==> src/rtl/av_master_arbiter_if.sv <==
// Bundle of every signal between the two-requester Avalon-MM arbiter and its
// surroundings.
//   r0_* / r1_*  : requester side. req/write/addr/wdata in; ack/err/rdata out.
//   av_*         : shared 16-bit Avalon-MM master port towards the slave.
//   busy, grant  : arbiter status.
// Modports:
//   master : the arbiter's view (drives av_* commands and requester responses).
//   slave  : the environment's view (requesters plus the Avalon slave).
interface av_master_arbiter_if;
  logic        r0_req;
  logic        r1_req;
  logic        r0_write;
  logic        r1_write;
  logic [15:0] r0_addr;
  logic [15:0] r1_addr;
  logic [15:0] r0_wdata;
  logic [15:0] r1_wdata;
  logic        r0_ack;
  logic        r1_ack;
  logic        r0_err;
  logic        r1_err;
  logic [15:0] r0_rdata;
  logic [15:0] r1_rdata;
  logic [15:0] av_address;
  logic [15:0] av_writedata;
  logic        av_write;
  logic        av_read;
  logic [15:0] av_readdata;
  logic        av_waitrequest;
  logic        busy;
  logic        grant;

  modport master (
    input  r0_req, r1_req, r0_write, r1_write,
    input  r0_addr, r1_addr, r0_wdata, r1_wdata,
    output r0_ack, r1_ack, r0_err, r1_err, r0_rdata, r1_rdata,
    output av_address, av_writedata, av_write, av_read,
    input  av_readdata, av_waitrequest,
    output busy, grant
  );

  modport slave (
    output r0_req, r1_req, r0_write, r1_write,
    output r0_addr, r1_addr, r0_wdata, r1_wdata,
    input  r0_ack, r1_ack, r0_err, r1_err, r0_rdata, r1_rdata,
    input  av_address, av_writedata, av_write, av_read,
    output av_readdata, av_waitrequest,
    input  busy, grant
  );
endinterface

==> src/rtl/av_master_arbiter.sv <==
// Two-requester arbiter for a single 16-bit Avalon-MM master port.
// r0 (CPU register interface) and r1 (debug/DMA port) each hold a level
// request; the winner's command is registered and held on the Avalon port
// until the slave drops waitrequest, or until a programmable stall timeout
// aborts it with an error so a hung slave cannot lock up a requester.
// Ports:
//   sysclk      : system clock, rising edge.
//   sysreset_n  : asynchronous active-low reset.
//   bus         : av_master_arbiter_if.master (requesters, Avalon port, status).
// Parameters:
//   FIXED_PRIO     : 1 = r0 wins simultaneous requests, 0 = round-robin.
//   TIMEOUT_CYCLES : stall cycles before abort, 0 disables the timeout.
//   ERR_RDATA      : read data returned for an aborted read.
module av_master_arbiter #(
  parameter bit          FIXED_PRIO     = 1'b0,
  parameter logic [15:0] TIMEOUT_CYCLES = 16'd50000,
  parameter logic [15:0] ERR_RDATA      = 16'hDEAD
) (
  input logic                 sysclk,
  input logic                 sysreset_n,
  av_master_arbiter_if.master bus
);

  typedef enum logic [1:0] {IDLE, BUSY, DONE} state_t;

  state_t      state_q, state_d;
  logic        last_q, last_d;
  logic        grant_q, grant_d;
  logic        busy_q, busy_d;
  logic        write_q, write_d;
  logic        read_q, read_d;
  logic [15:0] addr_q, addr_d;
  logic [15:0] wdata_q, wdata_d;
  logic [15:0] cnt_q, cnt_d;
  logic [1:0]  ack_q, ack_d;
  logic [1:0]  err_q, err_d;
  logic [15:0] rdata0_q, rdata0_d;
  logic [15:0] rdata1_q, rdata1_d;

  logic        pick;
  logic        expire;
  logic [15:0] capture;

  always_ff @(posedge sysclk or negedge sysreset_n) begin
    if (!sysreset_n) begin
      state_q  <= IDLE;
      last_q   <= 1'b1;  // r0 wins the first round-robin tie
      grant_q  <= 1'b0;
      busy_q   <= 1'b0;
      write_q  <= 1'b0;
      read_q   <= 1'b0;
      addr_q   <= 16'd0;
      wdata_q  <= 16'd0;
      cnt_q    <= 16'd0;
      ack_q    <= 2'b00;
      err_q    <= 2'b00;
      rdata0_q <= 16'd0;
      rdata1_q <= 16'd0;
    end else begin
      state_q  <= state_d;
      last_q   <= last_d;
      grant_q  <= grant_d;
      busy_q   <= busy_d;
      write_q  <= write_d;
      read_q   <= read_d;
      addr_q   <= addr_d;
      wdata_q  <= wdata_d;
      cnt_q    <= cnt_d;
      ack_q    <= ack_d;
      err_q    <= err_d;
      rdata0_q <= rdata0_d;
      rdata1_q <= rdata1_d;
    end
  end

  always_comb begin
    state_d  = state_q;
    last_d   = last_q;
    grant_d  = grant_q;
    busy_d   = busy_q;
    write_d  = write_q;
    read_d   = read_q;
    addr_d   = addr_q;
    wdata_d  = wdata_q;
    cnt_d    = cnt_q;
    ack_d    = ack_q;
    err_d    = err_q;
    rdata0_d = rdata0_q;
    rdata1_d = rdata1_q;

    // Requester chosen if the arbiter is idle: a lone request wins outright,
    // a tie goes to r0 (fixed) or to whoever did not own the last transfer.
    if (bus.r0_req && bus.r1_req) pick = FIXED_PRIO ? 1'b0 : ~last_q;
    else                          pick = bus.r1_req;

    // Abort point: the counter has seen TIMEOUT_CYCLES-1 stalled edges, so
    // a stall on this edge is the last one tolerated.
    expire  = (TIMEOUT_CYCLES != 16'd0) && (cnt_q == TIMEOUT_CYCLES - 16'd1);
    // Acceptance wins over expiry on the same edge, so waitrequest alone
    // decides between real data and the error value.
    capture = bus.av_waitrequest ? ERR_RDATA : bus.av_readdata;

    case (state_q)
      IDLE: begin
        if (bus.r0_req || bus.r1_req) begin
          addr_d  = pick ? bus.r1_addr  : bus.r0_addr;
          wdata_d = pick ? bus.r1_wdata : bus.r0_wdata;
          write_d = pick ? bus.r1_write : bus.r0_write;
          read_d  = ~write_d;
          grant_d = pick;
          last_d  = pick;
          busy_d  = 1'b1;
          cnt_d   = 16'd0;
          state_d = BUSY;
        end
      end
      BUSY: begin
        if (!bus.av_waitrequest || expire) begin
          write_d          = 1'b0;
          read_d           = 1'b0;
          busy_d           = 1'b0;
          ack_d[grant_q]   = 1'b1;
          err_d[grant_q]   = bus.av_waitrequest;
          if (read_q) begin
            if (grant_q) rdata1_d = capture;
            else         rdata0_d = capture;
          end
          state_d = DONE;
        end else if (cnt_q != 16'hFFFF) begin
          cnt_d = cnt_q + 16'd1;
        end
      end
      DONE: begin
        ack_d   = 2'b00;
        err_d   = 2'b00;
        state_d = IDLE;
      end
      default: state_d = IDLE;
    endcase
  end

  assign bus.av_address   = addr_q;
  assign bus.av_writedata = wdata_q;
  assign bus.av_write     = write_q;
  assign bus.av_read      = read_q;
  assign bus.busy         = busy_q;
  assign bus.grant        = grant_q;
  assign bus.r0_ack       = ack_q[0];
  assign bus.r1_ack       = ack_q[1];
  assign bus.r0_err       = err_q[0];
  assign bus.r1_err       = err_q[1];
  assign bus.r0_rdata     = rdata0_q;
  assign bus.r1_rdata     = rdata1_q;

endmodule

==> src/flat_wrapper.sv <==
// flat-port wrapper written by rule: the top's interface ports become plain ports
module av_master_arbiter_flat 
#(
  parameter bit          FIXED_PRIO     = 1'b0,
  parameter logic [15:0] TIMEOUT_CYCLES = 16'd50000,
  parameter logic [15:0] ERR_RDATA      = 16'hDEAD
)
  (sysclk, sysreset_n, bus_r0_req, bus_r1_req, bus_r0_write, bus_r1_write, bus_r0_addr, bus_r1_addr, bus_r0_wdata, bus_r1_wdata, bus_r0_ack, bus_r1_ack, bus_r0_err, bus_r1_err, bus_r0_rdata, bus_r1_rdata, bus_av_address, bus_av_writedata, bus_av_write, bus_av_read, bus_av_readdata, bus_av_waitrequest, bus_busy, bus_grant);
  av_master_arbiter_if bus_i ();
  input logic sysclk;
  input logic sysreset_n;
  input wire logic [$bits(bus_i.r0_req)-1:0] bus_r0_req;
  input wire logic [$bits(bus_i.r1_req)-1:0] bus_r1_req;
  input wire logic [$bits(bus_i.r0_write)-1:0] bus_r0_write;
  input wire logic [$bits(bus_i.r1_write)-1:0] bus_r1_write;
  input wire logic [$bits(bus_i.r0_addr)-1:0] bus_r0_addr;
  input wire logic [$bits(bus_i.r1_addr)-1:0] bus_r1_addr;
  input wire logic [$bits(bus_i.r0_wdata)-1:0] bus_r0_wdata;
  input wire logic [$bits(bus_i.r1_wdata)-1:0] bus_r1_wdata;
  output wire logic [$bits(bus_i.r0_ack)-1:0] bus_r0_ack;
  output wire logic [$bits(bus_i.r1_ack)-1:0] bus_r1_ack;
  output wire logic [$bits(bus_i.r0_err)-1:0] bus_r0_err;
  output wire logic [$bits(bus_i.r1_err)-1:0] bus_r1_err;
  output wire logic [$bits(bus_i.r0_rdata)-1:0] bus_r0_rdata;
  output wire logic [$bits(bus_i.r1_rdata)-1:0] bus_r1_rdata;
  output wire logic [$bits(bus_i.av_address)-1:0] bus_av_address;
  output wire logic [$bits(bus_i.av_writedata)-1:0] bus_av_writedata;
  output wire logic [$bits(bus_i.av_write)-1:0] bus_av_write;
  output wire logic [$bits(bus_i.av_read)-1:0] bus_av_read;
  input wire logic [$bits(bus_i.av_readdata)-1:0] bus_av_readdata;
  input wire logic [$bits(bus_i.av_waitrequest)-1:0] bus_av_waitrequest;
  output wire logic [$bits(bus_i.busy)-1:0] bus_busy;
  output wire logic [$bits(bus_i.grant)-1:0] bus_grant;
  assign bus_i.r0_req = bus_r0_req;
  assign bus_i.r1_req = bus_r1_req;
  assign bus_i.r0_write = bus_r0_write;
  assign bus_i.r1_write = bus_r1_write;
  assign bus_i.r0_addr = bus_r0_addr;
  assign bus_i.r1_addr = bus_r1_addr;
  assign bus_i.r0_wdata = bus_r0_wdata;
  assign bus_i.r1_wdata = bus_r1_wdata;
  assign bus_r0_ack = bus_i.r0_ack;
  assign bus_r1_ack = bus_i.r1_ack;
  assign bus_r0_err = bus_i.r0_err;
  assign bus_r1_err = bus_i.r1_err;
  assign bus_r0_rdata = bus_i.r0_rdata;
  assign bus_r1_rdata = bus_i.r1_rdata;
  assign bus_av_address = bus_i.av_address;
  assign bus_av_writedata = bus_i.av_writedata;
  assign bus_av_write = bus_i.av_write;
  assign bus_av_read = bus_i.av_read;
  assign bus_i.av_readdata = bus_av_readdata;
  assign bus_i.av_waitrequest = bus_av_waitrequest;
  assign bus_busy = bus_i.busy;
  assign bus_grant = bus_i.grant;
  av_master_arbiter #(.FIXED_PRIO(FIXED_PRIO), .TIMEOUT_CYCLES(TIMEOUT_CYCLES), .ERR_RDATA(ERR_RDATA)) u_core (.sysclk(sysclk), .sysreset_n(sysreset_n), .bus(bus_i));
endmodule
==> config.mk <==
export PLATFORM = sky130hd
export DESIGN_NAME = av_master_arbiter_flat
export DESIGN_NICKNAME = d
export VERILOG_FILES = /design/src/rtl/av_master_arbiter_if.sv /design/src/rtl/av_master_arbiter.sv /design/src/flat_wrapper.sv
export SDC_FILE = /design/constraint.sdc
export NUM_CORES = 1
export LEC_CHECK = 0
export ABC_AREA = 1
export ABC_CLOCK_PERIOD_IN_PS = 2000
export CAP_MARGIN = 10
export CORE_ASPECT_RATIO = 0.7
export CORE_MARGIN = 2
export CORE_UTILIZATION = 25
export CTS_BUF_LIST = sky130_fd_sc_hd__clkbuf_8
export CTS_CLUSTER_SIZE = 12
export DETAILED_ROUTE_END_ITERATION = 8
export GPL_TIMING_DRIVEN = 1
export PLACE_DENSITY = 0.49
export SYNTH_ARGS = -nofsm -noshare
export SYNTH_HDL_FRONTEND = slang
export SYNTH_SLANG_ARGS = --single-unit
==> constraint.sdc <==
create_clock -name sysclk -period 2 [get_ports sysclk]
set_input_delay 0.3 -clock sysclk [delete_from_list [all_inputs] [get_ports sysclk]]
set_output_delay 0.3 -clock sysclk [all_outputs]
set_load 0.01 [all_outputs]
==> impl_metrics.py <==
metrics = {
    "status": {
        "outcome": "completed",
    },
    "worst_setup_path": {
        "rr_worst_depth": 9,
        "cp.required_ps": 2300,
        "path_max_fanout": 12,
        "cp.arrival_ps": 2100,
        "r2r_start": "u_core.cnt_q[0]",
        "critPathLaunchType": "register",
        "startpoint": "u_core.cnt_q[0]",
        "regToRegSetupSlack_ps": 200,
        "worstSetupEndpoint": "u_core.bus.r1_rdata[14]",
        "reg2reg_to": "u_core.bus.r1_rdata[14]",
        "endpoint_kind": "register",
        "critPathKind": "reg -> reg",
    },
    "global_route": {
        "grt_max_degree": 49,
        "grt_pass1_wl_mm": 22.0,
        "grt_pass1_vias": 4189,
        "antenna_found_initial": 0,
        "track_usage_pct": 15.0,
        "grt-ovfl-total": 0,
    },
    "final_layout": {
        "final_util_pct": 37.7,
        "area_delta_synth_final_pct": 48.2,
        "fin_area_um2": 6460,
        "drive_above_1_share_pct": 7.00,
        "finalNetCount": 799,
        "n_antenna_cell": 0,
    },
    "logic_synthesis": {
        "synth_cell_types": 29,
        "synth.area.top_cells": "dfrtp_1 52%, nand2_1 13%, o21ai_0 13%",
        "synthFlopType": "dfrtp_1",
        "synthCells": 550,
        "synth_edf_count": 0,
        "syn_nets": 638,
        "yosys_warnings": 0,
        "syn_avg_cell_area_um2": 7.92,
        "synthTopCellsByCount": "147 x nand2_1, 109 x o21ai_0, 90 x dfrtp_1",
        "yosysTopAreaCellShare_pct": 51.7,
        "ys_ff_latch": 91,
        "synthXorXnorAreaFrac_pct": 0.804,
        "yosysTopAreaCell": "dfrtp_1",
        "yosys.area_share.adder_pct": 0.287,
        "synth-simple-area-share_pct": 26.7,
        "synth_mux_area_share_pct": 0.230,
        "netlist_area_um2": 4360,
        "synth_compound_area_share_pct": 14.2,
        "yosysSeqAreaShare_pct": 52.3,
        "async_flop_share_pct": 100,
        "synth_most_common_cell": "nand2_1",
        "synth_top_family_by_area": "simple AND/OR/NAND/NOR gates",
    },
    "placement": {
        "dpl-instance-area_um2": 6250,
        "hpwl_mm": 9.97,
        "port_buffers": 158,
        "routabilityCongestion": 0.817,
    },
    "timing": {
        "period_share_pct": 89.8,
        "fmax_ghz": 0.557,
        "rsz0062_at_grt": "no",
        "maxSlewViolCount": 0,
        "hold_viol_final": 0,
        "setup-violations-final": 0,
        "whs_ps": 409,
        "skew_ps": 9.27,
        "slew-limit-headroom_pct": 71.9,
        "tns_ps": 0,
        "tightest_slew_ps": 421,
        "finalCriticalPeriod_ps": 1800,
    },
    "floorplan": {
        "ios": 159,
        "initial_utilization_pct": 25.5,
        "row_count": 40,
        "die-area_um2": 18500,
        "die_x_um": 162,
        "core_area_um2": 17100,
        "die_y_um": 114,
    },
    "cts": {
        "root_buffer": "clkbuf_8",
        "worstSkewPairLatency_ps": 370,
        "tritoncts": "done",
        "cts_buffer_depth": 2,
        "post_cts_buffers": 0,
        "htree_num_levels": 3,
        "clock-sinks": 91,
        "cts.reportedPaths.clkPinSlew_ps": 90,
        "cts_buffers": 9,
    },
    "drt": {
        "drt_iter0_drc": 224,
        "wl_per_cell_um": 14.2,
        "vias": 4164,
        "wl_mm": 13.4,
        "firstDrtPassIters": 5,
        "ant_nets": 0,
        "drc": 0,
        "via_per_inst": 4.41,
    },
    "power_and_ir_drop": {
        "irDropWorstVdd_uv": 528,
        "power.leakage_nw": 2.83,
        "p_per_area_nw_per_um2": 1270,
    },
    "job": {
        "cap_viol_max_count": 0,
    },
    "hold_path": {
        "min_path_type": "in -> async",
    },
}
[logic make-up (layout without fill, tap and decap cells)]
family,after synthesis,after routing
muxes,1,1
DFF,91,91
buffers and inverters,52,216
adders and majority gates,1,1
xor gates and xnor gates,4,4
and+or+nand+nor,279,279
AOI/OAI and AO/OA,122,122
[through the flow]
step	setup WS [ps]	std cells	total power, mW
after floorplan	498	550	4.72
after global routing	4.40	945	8.81
after global placement	146	930	6.96
after detailed placement	95.5	930	6.98
after CTS	92.5	945	8.30
final	205	945	8.17
[registers in the layout, indices dropped and copies added, names as in the netlist]
name,count
u_core.bus.av_address,16
u_core.ack_q,2
u_core.bus.av_writedata,16
u_core.bus.busy,1
u_core.last_q,1
u_core.bus.r0_rdata,16
u_core.state_q,2
u_core.bus.r1_rdata,16
u_core.cnt_q,16
u_core.bus.av_read,1
u_core.bus.av_write,1
u_core.err_q,2
u_core.bus.grant,1
[layout make-up]
class / instances / area, um2
Sequential cell: 91 / 2280
Multi-Input combinational cell: 407 / 1850
Tap cell: 231 / 289
Timing Repair Buffer: 179 / 1760
Clock buffer: 10 / 138
Clock inverter: 4 / 51.3
Fill cell: 1757 / 10700
Inverter: 23 / 86.3
[power breakdown]
| group | leakage, nW | internal, mW | switching [mW] | total, mW |
|---|---|---|---|---|
| Clock | 0.0946 | 0.601 | 0.670 | 1.27 |
| Combinational | 1.59 | 1.92 | 1.94 | 3.86 |
| Sequential | 1.15 | 2.59 | 0.449 | 3.04 |
| Total | 2.83 | 5.11 | 3.06 | 8.17 |
[critical path, stage by stage (launching register included)]
cell and delay, ps:
dfrtp_1 410, ha_1 210, nand3_1 160, nor2_2 150, nand2_2 90, nand2_4 100, nand2_4 60, nor2_4 220
o21ai_0 230, nand2_1 110
[per-layer routing]
metal  vias up  GRT usage, %  share of wire, %
met4         0          3.42              0.87
met2       121          23.1                45
met3        10          4.78               6.9
met5         -             0                 0
li1       2113             -                 -
met1      1920          20.5                48
[how the worst min path moves through the flow]
stage,slack (ps),endpoint,start
global placement,270,u_core.bus.r1_rdata[3],sysreset_n
finish,410,u_core.bus.r1_rdata[3],sysreset_n
global route,430,u_core.bus.r1_rdata[3],sysreset_n
CTS,400,u_core.bus.r1_rdata[3],sysreset_n
floorplan,4,u_core.ack_q[0],sysreset_n
detailed placement,280,u_core.bus.r1_rdata[3],sysreset_n
[layout by cell type (no fill, tap or decap)]
cell type          n
nor2_4             1
nor3_1             4
a21oi_2            1
dfrtp_1           90
buf_12             2
o21ai_2            1
nand3_2            1
a21oi_1            4
xor2_1             3
ha_1               1
clkinv_2           1
nand2_2            2
dlygate4sd3_1      1
clkinv_1           2
clkdlybuf4s50_1  157
inv_2              1
o21ai_1            7
o21ai_0          109
dfstp_2            1
nor2_2             4
nand2_1          147
inv_1             20
nand3_1           32
inv_6              1
bufinv_16          1
xnor2_1            1
nand4_1            8
clkinvlp_4         1
nand4_4            1
buf_4             19
nor2_1            77
nand2_4            2
clkbuf_8          10
mux2i_1            1
[repair_timing]
item,in CTS,in global routing
endpoints found under the setup margin,0,8
endpoints found under the hold margin,27,0
hold buffers,1,0
gates resized for setup,0,1
Note: power is estimated with default switching activity, not from simulation.
